### src/rtl/alu_pkg.sv
// Shared definitions for the ALU control decoder and the ALU execute block.
// Latency: n/a (types, constants and helpers only).
// Backpressure: n/a.
//
// Contents:
//   ALU_* opcode constants  - 4-bit operation codes from the ALU control decoder
//   alu_state_e             - execute-block FSM states
//   op_is_mul()             - selects the iterative multiplier path
package alu_pkg;

    localparam logic [3:0] ALU_AND   = 4'b0000;
    localparam logic [3:0] ALU_OR    = 4'b0001;
    localparam logic [3:0] ALU_ADD   = 4'b0010;
    localparam logic [3:0] ALU_SUB   = 4'b0110;
    localparam logic [3:0] ALU_PASSB = 4'b0111;  // CBZ: test B against zero
    localparam logic [3:0] ALU_MOVZ  = 4'b1000;  // MOVZ: immediate passes through B
    localparam logic [3:0] ALU_MUL   = 4'b1100;

    typedef enum logic [1:0] {
        ST_IDLE = 2'd0,
        ST_BUSY = 2'd1,
        ST_HOLD = 2'd2
    } alu_state_e;

    function automatic logic op_is_mul(input logic [3:0] op);
        return op == ALU_MUL;
    endfunction

endpackage

### src/rtl/mul_iter.sv
// Iterative shift-add multiplier: one multiplier bit per cycle, LSB first, low N bits kept.
// Latency: bit 0 is consumed on the start edge, bit N-1 on the edge where done is high (N edges total).
// Backpressure: none; the caller must not pulse start while an operation is in flight.
//
// Ports:
//   clk, reset     - clock, synchronous active-low reset (aborts any operation)
//   start          - begin a multiply with operands a, b (one-cycle pulse)
//   a, b           - multiplicand / multiplier, sampled only when start is high
//   done           - combinational, high in the cycle whose clock edge finishes the last bit
//   product        - low N bits of a*b, valid while done is high
module mul_iter #(
    parameter int N = 64
) (
    input  logic         clk,
    input  logic         reset,
    input  logic         start,
    input  logic [N-1:0] a,
    input  logic [N-1:0] b,
    output logic         done,
    output logic [N-1:0] product
);

    localparam int            CW   = (N > 1) ? $clog2(N) : 1;
    localparam logic [CW-1:0] LAST = CW'(N - 1);

    logic          busy_q,   busy_d;
    logic [CW-1:0] cnt_q,    cnt_d;
    logic [N-1:0]  acc_q,    acc_d;     // partial product
    logic [N-1:0]  mcand_q,  mcand_d;   // multiplicand, shifted left each bit
    logic [N-1:0]  mplier_q, mplier_d;  // multiplier, shifted right each bit

    logic [N-1:0]  addend;
    logic [N-1:0]  sum;

    always_comb begin
        addend   = mplier_q[0] ? mcand_q : '0;
        sum      = acc_q + addend;

        busy_d   = busy_q;
        cnt_d    = cnt_q;
        acc_d    = acc_q;
        mcand_d  = mcand_q;
        mplier_d = mplier_q;
        done     = 1'b0;
        product  = sum;

        if (start) begin
            // Bit 0 is handled directly from the inputs so the whole multiply
            // fits in N edges including the start edge.
            acc_d    = b[0] ? a : '0;
            mcand_d  = a << 1;
            mplier_d = b >> 1;
            cnt_d    = CW'(1);
            busy_d   = 1'b1;
        end else if (busy_q) begin
            acc_d    = sum;
            mcand_d  = mcand_q << 1;
            mplier_d = mplier_q >> 1;
            if (cnt_q == LAST) begin
                busy_d = 1'b0;
                cnt_d  = '0;
                done   = 1'b1;
            end else begin
                cnt_d  = cnt_q + CW'(1);
            end
        end
    end

    always_ff @(posedge clk) begin
        if (!reset) begin
            busy_q   <= 1'b0;
            cnt_q    <= '0;
            acc_q    <= '0;
            mcand_q  <= '0;
            mplier_q <= '0;
        end else begin
            busy_q   <= busy_d;
            cnt_q    <= cnt_d;
            acc_q    <= acc_d;
            mcand_q  <= mcand_d;
            mplier_q <= mplier_d;
        end
    end

endmodule

### src/rtl/alu_exec.sv
// ALU execute stage: single-cycle logic/arith ops plus an iterative N-cycle multiply, one op in flight.
// Latency: 1 cycle for single-cycle ops, N cycles for MUL (acceptance edge to out_valid).
// Backpressure: result held in HOLD until out_ready; in_ready only in IDLE, no same-cycle bypass.
//
// Ports:
//   clk, reset            - clock, synchronous active-low reset (aborts and discards any op)
//   in_valid / in_ready   - request handshake; alucontrol, a, b captured on acceptance
//   alucontrol            - 4-bit opcode (see alu_pkg)
//   a, b                  - N-bit operands
//   out_valid / out_ready - result handshake
//   result, zero          - registered result and its result==0 flag
module alu_exec #(
    parameter int N = 64
) (
    input  logic         clk,
    input  logic         reset,
    input  logic         in_valid,
    output logic         in_ready,
    input  logic [3:0]   alucontrol,
    input  logic [N-1:0] a,
    input  logic [N-1:0] b,
    output logic         out_valid,
    input  logic         out_ready,
    output logic [N-1:0] result,
    output logic         zero
);

    import alu_pkg::*;

    alu_state_e   state_q,     state_d;
    logic         in_ready_q,  in_ready_d;
    logic         out_valid_q, out_valid_d;
    logic [N-1:0] result_q,    result_d;
    logic         zero_q,      zero_d;

    logic         accept;
    logic         mul_start;
    logic         mul_done;
    logic [N-1:0] mul_product;
    logic [N-1:0] alu_res;

    // in_ready_q is high exactly in IDLE, so it doubles as the acceptance gate.
    assign accept    = in_valid && in_ready_q;
    assign mul_start = accept && op_is_mul(alucontrol);

    mul_iter #(
        .N(N)
    ) u_mul_iter (
        .clk     (clk),
        .reset   (reset),
        .start   (mul_start),
        .a       (a),
        .b       (b),
        .done    (mul_done),
        .product (mul_product)
    );

    // Single-cycle datapath. Unknown opcodes yield zero (and so zero=1).
    always_comb begin
        alu_res = '0;
        case (alucontrol)
            ALU_AND:   alu_res = a & b;
            ALU_OR:    alu_res = a | b;
            ALU_ADD:   alu_res = a + b;
            ALU_SUB:   alu_res = a - b;
            ALU_PASSB: alu_res = b;
            ALU_MOVZ:  alu_res = b;
            default:   alu_res = '0;
        endcase
    end

    always_comb begin
        state_d     = state_q;
        in_ready_d  = in_ready_q;
        out_valid_d = out_valid_q;
        result_d    = result_q;
        zero_d      = zero_q;

        case (state_q)
            ST_IDLE: begin
                if (accept) begin
                    in_ready_d = 1'b0;
                    if (op_is_mul(alucontrol)) begin
                        state_d = ST_BUSY;
                    end else begin
                        state_d     = ST_HOLD;
                        result_d    = alu_res;
                        zero_d      = (alu_res == '0);
                        out_valid_d = 1'b1;
                    end
                end
            end
            ST_BUSY: begin
                if (mul_done) begin
                    state_d     = ST_HOLD;
                    result_d    = mul_product;
                    zero_d      = (mul_product == '0);
                    out_valid_d = 1'b1;
                end
            end
            ST_HOLD: begin
                // Returning to IDLE (not straight to a new accept) is what
                // enforces the no-bypass rule.
                if (out_ready) begin
                    state_d     = ST_IDLE;
                    out_valid_d = 1'b0;
                    in_ready_d  = 1'b1;
                end
            end
            default: begin
                state_d     = ST_IDLE;
                out_valid_d = 1'b0;
                in_ready_d  = 1'b1;
            end
        endcase
    end

    always_ff @(posedge clk) begin
        if (!reset) begin
            state_q     <= ST_IDLE;
            in_ready_q  <= 1'b1;
            out_valid_q <= 1'b0;
            result_q    <= '0;
            zero_q      <= 1'b0;
        end else begin
            state_q     <= state_d;
            in_ready_q  <= in_ready_d;
            out_valid_q <= out_valid_d;
            result_q    <= result_d;
            zero_q      <= zero_d;
        end
    end

    assign in_ready  = in_ready_q;
    assign out_valid = out_valid_q;
    assign result    = result_q;
    assign zero      = zero_q;

endmodule

### config.mk
export PLATFORM = sky130hd
export DESIGN_NAME = alu_exec
export DESIGN_NICKNAME = d
export VERILOG_FILES = /design/src/rtl/alu_pkg.sv /design/src/rtl/mul_iter.sv /design/src/rtl/alu_exec.sv
export SDC_FILE = /design/constraint.sdc
export NUM_CORES = 1
export LEC_CHECK = 0
export BUFFER_PORTS_ARGS = -buffer_cell sky130_fd_sc_hd__buf_2
export CORE_MARGIN = 8
export CORE_UTILIZATION = 56
export DETAILED_ROUTE_END_ITERATION = 8
export PLACE_DENSITY_LB_ADDON = 0.15
export SYNTH_ARGS = -nofsm -noshare
export SYNTH_HDL_FRONTEND = slang
export SYNTH_SLANG_ARGS = --single-unit
### constraint.sdc
create_clock -name clk -period 7.35 [get_ports clk]
set_input_delay 1.47 -clock clk [delete_from_list [all_inputs] [get_ports clk]]
set_output_delay 1.47 -clock clk [all_outputs]
set_load 0.005 [all_outputs]
==> key figures, run 1 <==
Status
  • Status: finished clean

Timing
  • Worst slew pin tran: about 1200 ps
  • Tcrit/Tclk final: roughly 91%
  • Min Tclk post-route: between 6000 and 7000 ps
  • Final hold slack: 446.3 ps
  • Slew headroom: a little under a fifth
  • Clock Skews: approximately 16 ps
  • FMAX: 149.8 MHz
  • RSZ-0062 raised after global routing: no
  • Setup_tns: 0 ps
  • Final Max Slew Viols: 0
  • Final hold vios: 0
  • Setup Viol. Count Final: 0

Global route
  • Gr usage total: ~36%
  • Largest net degree at the start of global routing: roughly 120
  • Grt ovf: 0
  • Antenna violations before repair: 5
  • Vias in the first global route: ~24000
  • First-pass GRT wire length: approximately 140000 um

Power
  • Overall power: about 0.0042 W
  • Switching power: 0.001461 W
  • Leakage power total: 10.11 nW
  • Pwr Density: 160.6 mW/mm^2
  • Switching Share: 34.49%
  • Combinational power share: roughly 27%
  • Peak supply drop: 180.8 uV
  • Part of the power in registers: between 30% and 40%
  • Clock share of power: between 30% and 40%
  • Internal power: ~0.0028 W

Logic synthesis
  • Share of flip-flops with an asynchronous set or reset: 0%
  • Avg Synthesized Cell Area: slightly above 7 sq um
  • Post-Synth Simple-Gate Area: a little over a fifth
  • Combinational family with the most area after synthesis: compound AO/OA/AOI/OAI gates
  • Area leader, netlist: dfxtp_1
  • Register area share after synthesis: between 20 and 25%
  • Ys flop type: dfxtp_1
  • Compound-Gate Fraction of Synth Area: 30.25%
  • Number of enable flip-flop cells after synthesis: 0
  • Post-synthesis mux area share: about 7.6%
  • Synth cell types: 88
  • Yosys synthesis warning count: 0
  • Post-Syn Area: ~0.024 sq mm
  • Post-Synth XOR/XNOR Area: 6.184%
  • Most numerous cell in the Yosys netlist: nor2_1
  • Flops & latches, synth: between 200 and 300
  • Post-synth net total: ~3600
  • Synth top area share: between 20% and 30%
  • List of most frequent post-synthesis cells: 448 x nor2_1, 335 x a21oi_1, 266 x dfxtp_1
  • Mapped Cells: between 3000 and 4000
  • Synth Area in Adders: ~6.9%
  • Synth top area cells: dfxtp_1 22%, mux2i_1 7.4%, a211oi_1 7.1%

Floorplan
  • Ports: about 200
  • Die W: around 220 um
  • Die area: about 0.050 sq mm
  • Core ar.: 0.04279 sq mm
  • Die height: roughly 220 um
  • Core Rows: 76
  • Effective utilization at floorplan: roughly 56%

Hold path
  • Min-delay worst type: reg2reg
  • Hold Startpoint: result[36]

Clock network
  • Setup bufs post-CTS: 0
  • Clock latency on the worst-skew pair: roughly 620 ps
  • Clk root buf: clkbuf_16
  • CTS resizes: 0
  • Clock sink count: roughly 270
  • Total CTS buffers: 30
  • H-tree depth: 1
  • Clock-pin slew on the worst setup and hold paths: about 60 ps
  • Clock Path Buffers: 3
  • Hold buffers post-CTS: 0
  • CTS tree: yes

Drt
  • Detailed Route WL: ~94000 um
  • Vias: about 27000
  • DRC viols: 0
  • Drt via density: a little under 7
  • Drt pass-1 iters: 6
  • Post-DR wirelength/cell: ~24 um
  • Final ANT Viol Nets: 0
  • Initial DRC Count: roughly 3400

Placed design
  • HPWL after DPL: roughly 72000 um
  • Final RePlAce weighted congestion: 1.062
  • Port-buffer cells: 202
  • Dpl cells: between 3000 and 4000

Worst setup path
  • Critical Path AT: 7240 ps
  • CP Capture Type: register
  • WP data required: between 7000 and 8000 ps
  • Startpoint types: primary input
  • Crit Reg-Reg Startpoint: u_mul_iter.mplier_q[0]
  • Setup CP Type: in2reg
  • Critical path origin: b[4]
  • CP max FO: 7

Final layout
  • Layout cells sized above 1: 11.03%
  • Fillers: 4017
  • Non-Filler Instances: about 3900
  • Post-layout nets: roughly 3600
  • Layout Utilization: just over 60%
  • Layout area overhead: 9.531%

Job
  • Max-Cap Viols: 0
-- registers in the layout, indices dropped and copies added, names as in the netlist --
name	count
u_mul_iter.busy_q	1
u_mul_iter.cnt_q	6
in_ready	1
zero	1
out_valid	1
result	64
u_mul_iter.mcand_q	63
u_mul_iter.acc_q	64
state_q	2
u_mul_iter.mplier_q	63
-- through the flow --
step | setup WS, ps | area, sq um
6_report | 673.0 | 26370
4_1_cts | 797.1 | 26370
5_1_grt | 268.6 | 26370
3_5_place_dp | 182.8 | 25340
2_1_floorplan | 100.3 | 24080
3_3_place_gp | 194.4 | 25340
-- power groups by stage --
stage | Combinational (W) | Sequential [W] | Clock (W)
after floorplan | 0.000710 | 0.00154 | 0
final | 0.00116 | 0.00152 | 0.00156
after global routing | 0.00124 | 0.00152 | 0.00163
after detailed placement | 0.00111 | 0.00155 | 0
after global placement | 0.00110 | 0.00154 | 0
after CTS | 0.00111 | 0.00151 | 0.00158
-- path summary, 6_finish.rpt --
kind                 to  slack [ps]  cells past startpoint
min reg2reg  result[36]         450                      2
max reg2reg        zero        1900                     17
max                zero         670                     23
min          result[36]         450                      2
-- kinds of logic (layout without fill, tap and decap cells) --
kind of cell             count (synthesis)  count (layout)
adder cells (fa/ha/maj)                131             131
AO/OA/AOI/OAI                         1147            1147
XOR/XNOR                               170             170
AND/OR/NAND/NOR                       1117            1117
flip-flops                             266             266
buffers and inverters                  323             371
multiplexers                           181             181
other                                    0               2
-- worst max-delay path, cell delays in order --
cell and delay, ps:
buf_2 140, or3_1 420, nor4_1 210, buf_4 180
and3_1 200, and2_1 190, nand2_1 90, or3_1 370
or2_1 310, o31ai_1 300, xor2_1 120, ha_1 370
nand4_1 210, or4_1 560, a211o_1 320, a21boi_1 180
mux2i_1 150, a31oi_1 250, and4_1 240, nand4_1 90
or4_1 420, nor4_1 290, a211o_1 140
-- area by class of cell --
class                   count  area [sq um]  share of cell area [%]
multi-input cells        2746         17540                   66.52
flip-flops and latches    266          5329                   20.21
repair buffers            282          1652                   6.263
clock buffers              42         865.8                   3.283
well taps                 546         683.2                   2.591
clock inverters            13         158.9                  0.6026
inverters                  34         135.1                  0.5124
diodes                      2         5.005                 0.01898
-- per-layer routing --
metal | wire (um) | part of all wire, % | GRT usage, % | vias up
met5 | 0 | 0 | 0 | -
met4 | 3287 | 3.5 | 11.45 | 0
met3 | 10940 | 12 | 7.590 | 208
met2 | 38610 | 41 | 52.31 | 1505
met1 | 41280 | 44 | 52.03 | 12546
li1 | - | - | - | 12331
-- cell usage in the layout, fill, tap and decap left out, types with 18 or more instances in the layout --
| master | n |
|---|---|
| o21a_1 | 26 |
| buf_4 | 78 |
| nand2_1 | 251 |
| xor2_1 | 82 |
| o21ai_0 | 214 |
| nand4_1 | 57 |
| nor2_1 | 447 |
| dfxtp_1 | 265 |
| a31oi_1 | 22 |
| o211ai_1 | 62 |
| nor2b_1 | 20 |
| buf_2 | 201 |
| inv_1 | 31 |
| or3_1 | 22 |
| nand2b_1 | 18 |
| a22oi_1 | 28 |
| nand3_1 | 46 |
| a21oi_1 | 335 |
| and2_1 | 74 |
| xnor2_1 | 88 |
| a21o_1 | 45 |
| ha_1 | 129 |
| nor4_1 | 21 |
| a211oi_1 | 228 |
| mux2i_1 | 177 |
| o21bai_1 | 22 |
| nor3_1 | 67 |
| a221oi_1 | 18 |
| o21ai_1 | 31 |
| clkbuf_16 | 30 |
No activity file was read; power rests on OpenSTA's default activity.
==> run 2: changes to the inputs <==
CORE_UTILIZATION = 60   (was 56)
RECOVER_POWER = 50   (was default)
clock period = 7.4 ns   (was 7.35 ns; I/O delays follow)
==> key figures, run 2 (synthesis gave the netlist of run 1 again) <==
Power
  • Overall power: 0.004240 W (+0.10%)
  • Part of the power in registers: 35.6% (-0.2 points)
  • Peak supply drop: 184.9 uV (+2.3%)
  • Switching Share: 34.64% (+0.15 points)
  • Switching power: 0.001469 W (+0.53%)
  • Pwr Density: 161.4 mW/mm^2 (+0.48%)
  • Internal power: 0.002771 W (-0.12%)
  • Combinational power share: 27.1% (-0.2 points)
  • Clock share of power: 37.3% (+0.4 points)
  • Leakage power total: 9.899 nW (-2.0%)

Clock network
  • Setup bufs post-CTS: 0 (unchanged)
  • Clock sink count: 266 (unchanged)
  • Clk root buf: clkbuf_16
  • CTS tree: yes
  • Hold buffers post-CTS: 0 (unchanged)
  • Clock latency on the worst-skew pair: 630 ps (about the same)
  • H-tree depth: 1 (unchanged)
  • Clock Path Buffers: 3 (unchanged)
  • CTS resizes: 0 (unchanged)
  • Clock-pin slew on the worst setup and hold paths: 60 ps (about the same)
  • Total CTS buffers: 31 (+3.3%)

Timing
  • RSZ-0062 raised after global routing: no
  • Clock Skews: 15.82 ps (-0.3080 ps)
  • FMAX: between 100 and 150 MHz
  • Final hold vios: 0 (unchanged)
  • Setup_tns: 0 ps (unchanged)
  • Final hold slack: 448.0 ps (+1.672 ps)
  • Slew headroom: -93.96% (-110 points)
  • Min Tclk post-route: a little under 7000 ps
  • Tcrit/Tclk final: approximately 93%
  • Final Max Slew Viols: 198 (+198)
  • Setup slack after layout: 508.4 ps (-164.6 ps)
  • Worst slew pin tran: 2909 ps (+1686 ps)
  • Setup Viol. Count Final: 0 (unchanged)

Floorplan
  • Ports: 203 (unchanged)
  • Core ar.: 0.03964 sq mm (-7.4%)
  • Core Rows: 73 (-3.9%)
  • Die height: 216.3 um (-3.1%)
  • Die W: 216.3 um (-3.1%)
  • Effective utilization at floorplan: 60.74% (+4.5 points)
  • Die area: 0.04679 sq mm (-6.2%)

Worst setup path
  • CP Capture Type: register
  • WP data required: 7960 ps (+40 ps)
  • Startpoint types: primary input
  • CP max FO: 7 (unchanged)
  • Critical Path AT: 7450 ps (+210 ps)
  • Setup CP Type: in2reg

Drt
  • Post-DR wirelength/cell: 24.25 um (+1.3%)
  • Drt via density: 6.854 (+1.3%)
  • Detailed Route WL: 95060 um (+1.0%)
  • Drt pass-1 iters: 5 (-1)
  • Final ANT Viol Nets: 0 (unchanged)
  • Vias: 26867 (+1.0%)
  • Initial DRC Count: 3551 (+5.8%)
  • DRC viols: 0 (unchanged)

Global route
  • Largest net degree at the start of global routing: 118 (-3.3%)
  • Gr usage total: 38.24% (+2.3 points)
  • Vias in the first global route: 24845 (+1.7%)
  • First-pass GRT wire length: 143900 um (+0.28%)
  • Grt ovf: 0 (unchanged)
  • Antenna violations before repair: 6 (+1)

Status
  • Status: finished, violations left
  • Violated checks: max-capacitance violations, max-slew violations

Final layout
  • Most frequent cells in the layout: 447 x nor2_1, 335 x a21oi_1, 265 x dfxtp_1
  • Layout cells sized above 1: 9.496% (-1.5 points)
  • Register area: 0.005329 sq mm (unchanged)
  • Post-layout nets: 3636 (+0.25%)
  • Fillers: 3542 (-12%)
  • Layout area overhead: 9.120%
  • Footprint of the multi-input gates: 0.01753 sq mm (about the same)
  • Layout Utilization: 66.28% (+4.6 points)
  • Leading cell type in the layout, fill and taps excluded: nor2_1

Placed design
  • Final RePlAce weighted congestion: 1.067 (+0.54%)
  • HPWL after DPL: 71730 um (-0.75%)
  • Port-buffer cells: 202 (unchanged)
  • DP Worst Slack: 162.3 ps (-20.54 ps)

Hold path
  • Min-delay worst type: reg2reg

Job
  • Max-Cap Viols: 4 (+4)
## run 2: cell types whose count changed in the layout (fill, tap and decap cells not counted), sizes merged
cell      change
buf          -53
bufinv        +1
clkbuf       +58
clkinv        +2
clkinvlp      -2
diode         +2
inv           +2
## run 2: worst max-delay path, cell delays in order
cell and delay, ps:
buf_2 140, or3_1 410, nor4_1 210, buf_4 190, and3_1 200, and2_1 190
nand2_1 80, or3_1 390, or2_1 280, o31ai_1 300, xor2_1 110, ha_1 350
a21oi_1 120, o21bai_1 160, a21oi_1 110, nor3b_1 150, o41ai_1 770, and4_1 340
o21bai_1 110, a21o_1 190, a31o_1 220, or4_1 500, nor4_1 290, a211o_1 140
## run 2: final timing paths
| path | slack, ps | cells after the start | end | start |
|---|---|---|---|---|
| worst max-delay path | 510 | 24 | zero | b[4] |
| worst min-delay path | 450 | 2 | result[21] | result[21] |
| worst max register to register | 1920 | 17 | zero | u_mul_iter.mplier_q[0] |
| worst min register to register | 450 | 2 | result[21] | result[21] |
## run 2: cell type report
class                           instances  area share [%]
Timing Repair Buffer                  290           6.034
Sequential cell                       266           20.28
Antenna cell                            4         0.03810
Clock inverter                         16          0.7144
Multi-Input combinational cell       2746           66.74
Clock buffer                           39           3.181
Tap cell                              525           2.500
Inverter                               34          0.5143
## run 2: metal layers
metal	vias up	wire length (um)	global-route usage [%]
li1	12321	-	-
met1	12645	40210	54.11
met2	1643	38790	54.91
met3	256	12110	9.387
met4	2	3938	14.97
met5	-	13	0
## run 2: power groups by stage
stage	combinational (W)	clock [W]	sequential, W
2_1_floorplan	0.000705	0	0.00153
3_3_place_gp	0.00109	0	0.00154
3_5_place_dp	0.00110	0	0.00154
4_1_cts	0.00111	0.00159	0.00151
5_1_grt	0.00123	0.00164	0.00151
6_report	0.00115	0.00158	0.00151
## run 2: through the flow
stage / instance area (sq um) / std cells
finish: 26270 / 3920
detailed placement: 25360 / 3861
global route: 26270 / 3920
CTS: 26380 / 3916
global placement: 25360 / 3860
floorplan: 24080 / 3335
